### config.mk
export PLATFORM = sky130hd
export DESIGN_NAME = wide_add_sequencer
export DESIGN_NICKNAME = d
export VERILOG_FILES = /design/src/rtl/adder_pkg.sv /design/src/rtl/B64Bit_adder.sv /design/src/rtl/wide_add_sequencer.sv
export SDC_FILE = /design/constraint.sdc
export NUM_CORES = 2
export LEC_CHECK = 0
export CAP_MARGIN = 25
export CELL_PAD_IN_SITES_DETAIL_PLACEMENT = 1
export CELL_PAD_IN_SITES_GLOBAL_PLACEMENT = 1
export CORE_MARGIN = 2
export CORE_UTILIZATION = 30
export DETAILED_ROUTE_END_ITERATION = 6
export HOLD_SLACK_MARGIN = 0.15
export PLACE_DENSITY_LB_ADDON = 0.15
export RECOVER_POWER = 50
export SYNTH_ARGS = -nofsm -noshare
export SYNTH_HDL_FRONTEND = slang
export SYNTH_SLANG_ARGS = --single-unit
### constraint.sdc
create_clock -name clk -period 75 [get_ports clk]
set_clock_uncertainty 0.05 [all_clocks]
set_input_delay 11.25 -clock clk [delete_from_list [all_inputs] [get_ports clk]]
set_output_delay 11.25 -clock clk [all_outputs]
set_load 0.01 [all_outputs]
### src/rtl/adder_pkg.sv
// Shared definitions for the wide-add sequencer: limb width and controller states.
package adder_pkg;

    localparam int LIMB_W = 64;

    typedef enum logic [1:0] {
        IDLE,
        RUN,
        DONE
    } state_t;

endpackage

### src/rtl/B64Bit_adder.sv
// 64-bit ripple-carry adder; one full-adder stage per bit, carry chained LSB to MSB.
module B64Bit_adder (
    input  logic [63:0] a,
    input  logic [63:0] b,
    input  logic        cin,
    output logic [63:0] sum,
    output logic        cout
);

    logic carry;

    // Ripple the carry through all 64 bit positions.
    always_comb begin
        sum   = '0;
        carry = cin;
        for (int i = 0; i < 64; i++) begin
            sum[i] = a[i] ^ b[i] ^ carry;
            carry  = (a[i] & b[i]) | (carry & (a[i] ^ b[i]));
        end
        cout = carry;
    end

endmodule

### src/rtl/wide_add_sequencer.sv
// Wide adder built by feeding one 64-bit limb per cycle through a single shared
// ripple adder, LSB limb first, with the carry held in a register between limbs.
module wide_add_sequencer
    import adder_pkg::*;
#(
    parameter int WORDS = 4
) (
    input  logic                    clk,
    input  logic                    rst,
    input  logic                    start,
    input  logic [WORDS*LIMB_W-1:0] a_in,
    input  logic [WORDS*LIMB_W-1:0] b_in,
    input  logic                    c_in,
    output logic                    busy,
    output logic                    done,
    output logic [WORDS*LIMB_W-1:0] sum_out,
    output logic                    c_out
);

    localparam int W     = WORDS * LIMB_W;
    localparam int IDX_W = $clog2(WORDS);
    localparam logic [IDX_W-1:0] LAST_IDX = IDX_W'(WORDS - 1);

    state_t            state_q;
    state_t            state_d;
    logic              accept;
    logic [IDX_W-1:0]  idx_q;
    logic [W-1:0]      a_q;
    logic [W-1:0]      b_q;
    logic              carry_q;
    logic [LIMB_W-1:0] a_limb;
    logic [LIMB_W-1:0] b_limb;
    logic [LIMB_W-1:0] adder_sum;
    logic              adder_cout;

    // Pick the operand limbs addressed by the current limb index.
    always_comb begin
        a_limb = '0;
        b_limb = '0;
        for (int i = 0; i < WORDS; i++) begin
            if (idx_q == IDX_W'(i)) begin
                a_limb = a_q[i*LIMB_W +: LIMB_W];
                b_limb = b_q[i*LIMB_W +: LIMB_W];
            end
        end
    end

    B64Bit_adder u_adder (
        .a    (a_limb),
        .b    (b_limb),
        .cin  (carry_q),
        .sum  (adder_sum),
        .cout (adder_cout)
    );

    // Next-state decode; a start is only accepted from IDLE or DONE.
    always_comb begin
        state_d = state_q;
        accept  = 1'b0;
        case (state_q)
            IDLE: begin
                if (start) begin
                    accept  = 1'b1;
                    state_d = RUN;
                end
            end
            RUN: begin
                if (idx_q == LAST_IDX) begin
                    state_d = DONE;
                end
            end
            DONE: begin
                if (start) begin
                    accept  = 1'b1;
                    state_d = RUN;
                end else begin
                    state_d = IDLE;
                end
            end
            default: state_d = IDLE;
        endcase
    end

    // State register.
    always_ff @(posedge clk) begin
        if (rst) begin
            state_q <= IDLE;
        end else begin
            state_q <= state_d;
        end
    end

    // Operand capture on accept, then one limb result and carry written per RUN cycle;
    // the index parks on the last limb rather than wrapping.
    always_ff @(posedge clk) begin
        if (rst) begin
            a_q     <= '0;
            b_q     <= '0;
            carry_q <= 1'b0;
            idx_q   <= '0;
            sum_out <= '0;
            c_out   <= 1'b0;
        end else if (accept) begin
            a_q     <= a_in;
            b_q     <= b_in;
            carry_q <= c_in;
            idx_q   <= '0;
            sum_out <= '0;
            c_out   <= 1'b0;
        end else if (state_q == RUN) begin
            for (int i = 0; i < WORDS; i++) begin
                if (idx_q == IDX_W'(i)) begin
                    sum_out[i*LIMB_W +: LIMB_W] <= adder_sum;
                end
            end
            carry_q <= adder_cout;
            if (idx_q == LAST_IDX) begin
                c_out <= adder_cout;
            end else begin
                idx_q <= idx_q + IDX_W'(1);
            end
        end
    end

    assign busy = (state_q == RUN);
    assign done = (state_q == DONE);

endmodule
==> out/results.ini <==
[global_route]
antenna_found_initial=41
grt_pass1_vias=29502
grt.overflow.total=0
grt.busiest_layer=met2
grtUsageMet2_pct=38.8
grt_pass1_wl_um=203000
met3_usage_pct=5.51
use_met1_pct=33.0
grt.total_usage_pct=24.3
grt_max_degree=209

[sta]
worst_slew_pin_slew_ns=9.51
rsz0062_at_grt=false
max_freq_mhz=30.4
report.final.slew_viol_count=584
period_needed_ns=32.88
finalSetupViolCount=0
setup_tns_ns=0
finalHoldViolCount=0
max_slew_margin_pct=-534
post-route-period-util_pct=43.8

[power_and_ir_drop]
swShare_pct=28.2
power_frac_seq_pct=42.3
p_total_mw=1.05
pwr-share-clk_pct=42.3
vdd_drop_max_mv=0.0176
switchingPower_mw=0.295
p_int_mw=0.752
p_leak_nw=15.4
pwr-share-comb_pct=15.5
powerDensity_nw_per_um2=24.1

[yosys]
synth_area_per_cell_um2=8.74
yosys.area.top_type_share_pct=47.0
yosysSeqAreaShare_pct=47.0
syn_area_um2=33000
yosysTopAreaCell=dfxtp_1
synth_cell_types=26
synth_area_leaders=dfxtp_1, nand2_1, a21oi_1, a211oi_2, fa_1
synth_nets=4357
synthCells=3773
yosys_warnings=0
ys_seq_elements=774

[floorplanning]
dieHeight_um=336
ios=775
die_w_um=336
dieArea_um2=113000
rows=121
initial_utilization_pct=30.2
coreArea_um2=109000

[clock_tree]
clockBufferDepth=3
cts_hold_buffers=0
clkTransAtPathRegs_ns=0.06
htree_num_levels=3
cts_setup_buffers=0
post_cts_resized=0
clkLatencyLatePin_ns=0.67
clkSinkCount=774
cts_made_buffers=91
root_buffer=clkbuf_16
cts_tree=yes

[min_path]
min_path_type=flop to flop

[placed_design]
post-place-cells=5662
portBuffers=774
routabilityCongestion=0.806
dp_hpwl_um=103000
placed_area_um2=40800

[critical_path]
cp-end-kind=flop
cpPeakStageDelay_ns=0.72
cp.buffers_inverters=5
crit_path_start_kind=flop
crit_slowest_cell=buf_4
cpMostUsedCell=fa_1
cp.arrival_ns=33.26
path_class=flop to flop
crit_fanout=65
crit_family=adder cells
required_ns=75.38

[drt]
drc=0
drt-initial-drc-count=1737
vias=29204
wl_um=141000
wl_per_cell_um=24.1
dr.pass1.iters=6
ant_nets=0
via_per_inst=5.00

[final_layout]
seq_area_um2=15500
finalNonFillerCells=5845
final_cell_mix=nand2_1, dfxtp_1, a21oi_1
mostFrequentLayoutCell=nand2_1
multiInputGateArea_um2=14600
final_cell_area_um2=43500
nets=4926
area_growth_pct=31.9
drive_gt1_share_pct=8.29
fill_cells=12562

[job]
timing.max_cap.violations=7

[run_status]
failed_checks=capacitance limit, slew limit
status=finished with violations

==> flip-flops by register name, summed over array words and instances, names as in the netlist <==
name / count
c_out: 1
a_q: 256
b_q: 256
idx_q: 2
sum_out: 256
carry_q: 1
state_q: 2
==> tightest hold or removal path: cells and delay by family, from the launching register on <==
kind               cells  cell delay, ns
DFF                    1            0.30
AOI/OAI and AO/OA      1            0.05
and+or+nand+nor        1            0.05
==> metal layers <==
metal	routed length, um	vias up
met5	185	-
met4	2370	28
met3	8990	147
met2	65000	775
met1	64300	14285
li1	-	13969
==> kinds of logic (layout without fill, tap and decap cells) <==
group | Yosys count | after routing | synth area share [%]
AO/OA/AOI/OAI | 1141 | 1141 | 25.5
buffers and inverters | 472 | 1112 | 8.03
other | 0 | 18 | 0
AND/OR/NAND/NOR | 1306 | 1306 | 15.0
multiplexers | 11 | 11 | 0.334
flip-flops | 774 | 774 | 47.0
XOR/XNOR | 1 | 1 | 0.0266
adder cells (fa/ha/maj) | 68 | 68 | 4.04
==> per-stage QoR <==
step / worst slack, ns / hold slack, ns / utilization, %
2_1_floorplan: 44.51 / 0.386 / -
3_3_place_gp: 42.37 / 0.393 / 37.4
3_5_place_dp: 42.04 / 0.397 / 37.4
4_1_cts: 41.96 / 0.404 / 40.1
5_1_grt: 40.95 / 0.420 / 39.9
6_report: 42.12 / 0.401 / 39.9
==> area by class of cell <==
cell class | instances | share of cell area (%)
antenna | 18 | 0.104
clock buffer | 130 | 6.04
clock inverter | 34 | 0.740
inverter | 130 | 1.12
multi-input combinational | 2527 | 33.7
sequential | 774 | 35.6
tap | 1414 | 4.07
timing repair buffer | 818 | 18.6
==> cells in the mapped netlist (all sizes together) <==
master / number
nand2: 1028
dfxtp: 774
a21oi: 636
nor2: 262
a211oi: 249
buf: 227
inv: 130
a221o: 124
a22oi: 124
clkbuf: 115
fa: 64
mux2i: 11
nor2b: 9
a221oi: 4
and3b: 4
ha: 4
o31ai: 4
nand2b: 2
nor3b: 1
xnor2: 1
==> power groups by stage <==
stage / Clock (mW) / Combinational, mW / Sequential, mW
after global routing: 0.470 / 0.173 / 0.445
final: 0.442 / 0.162 / 0.442
after detailed placement: 0 / 0.164 / 0.451
after CTS: 0.453 / 0.165 / 0.442
after floorplan: 0 / 0.0896 / 0.449
after global placement: 0 / 0.163 / 0.451
==> final timing paths <==
path,slack (ns),cells past startpoint,end,startpoint
max,42.12,74,sum_out[255]$_SDFFE_PP0P_,idx_q[0]$_SDFFE_PP0P_
min,0.40,2,a_q[156]$_SDFFE_PP0P_,a_q[156]$_SDFFE_PP0P_
max reg2reg,42.12,74,sum_out[255]$_SDFFE_PP0P_,idx_q[0]$_SDFFE_PP0P_
min reg2reg,0.40,2,a_q[156]$_SDFFE_PP0P_,a_q[156]$_SDFFE_PP0P_
(Power assumes the default switching activity.)
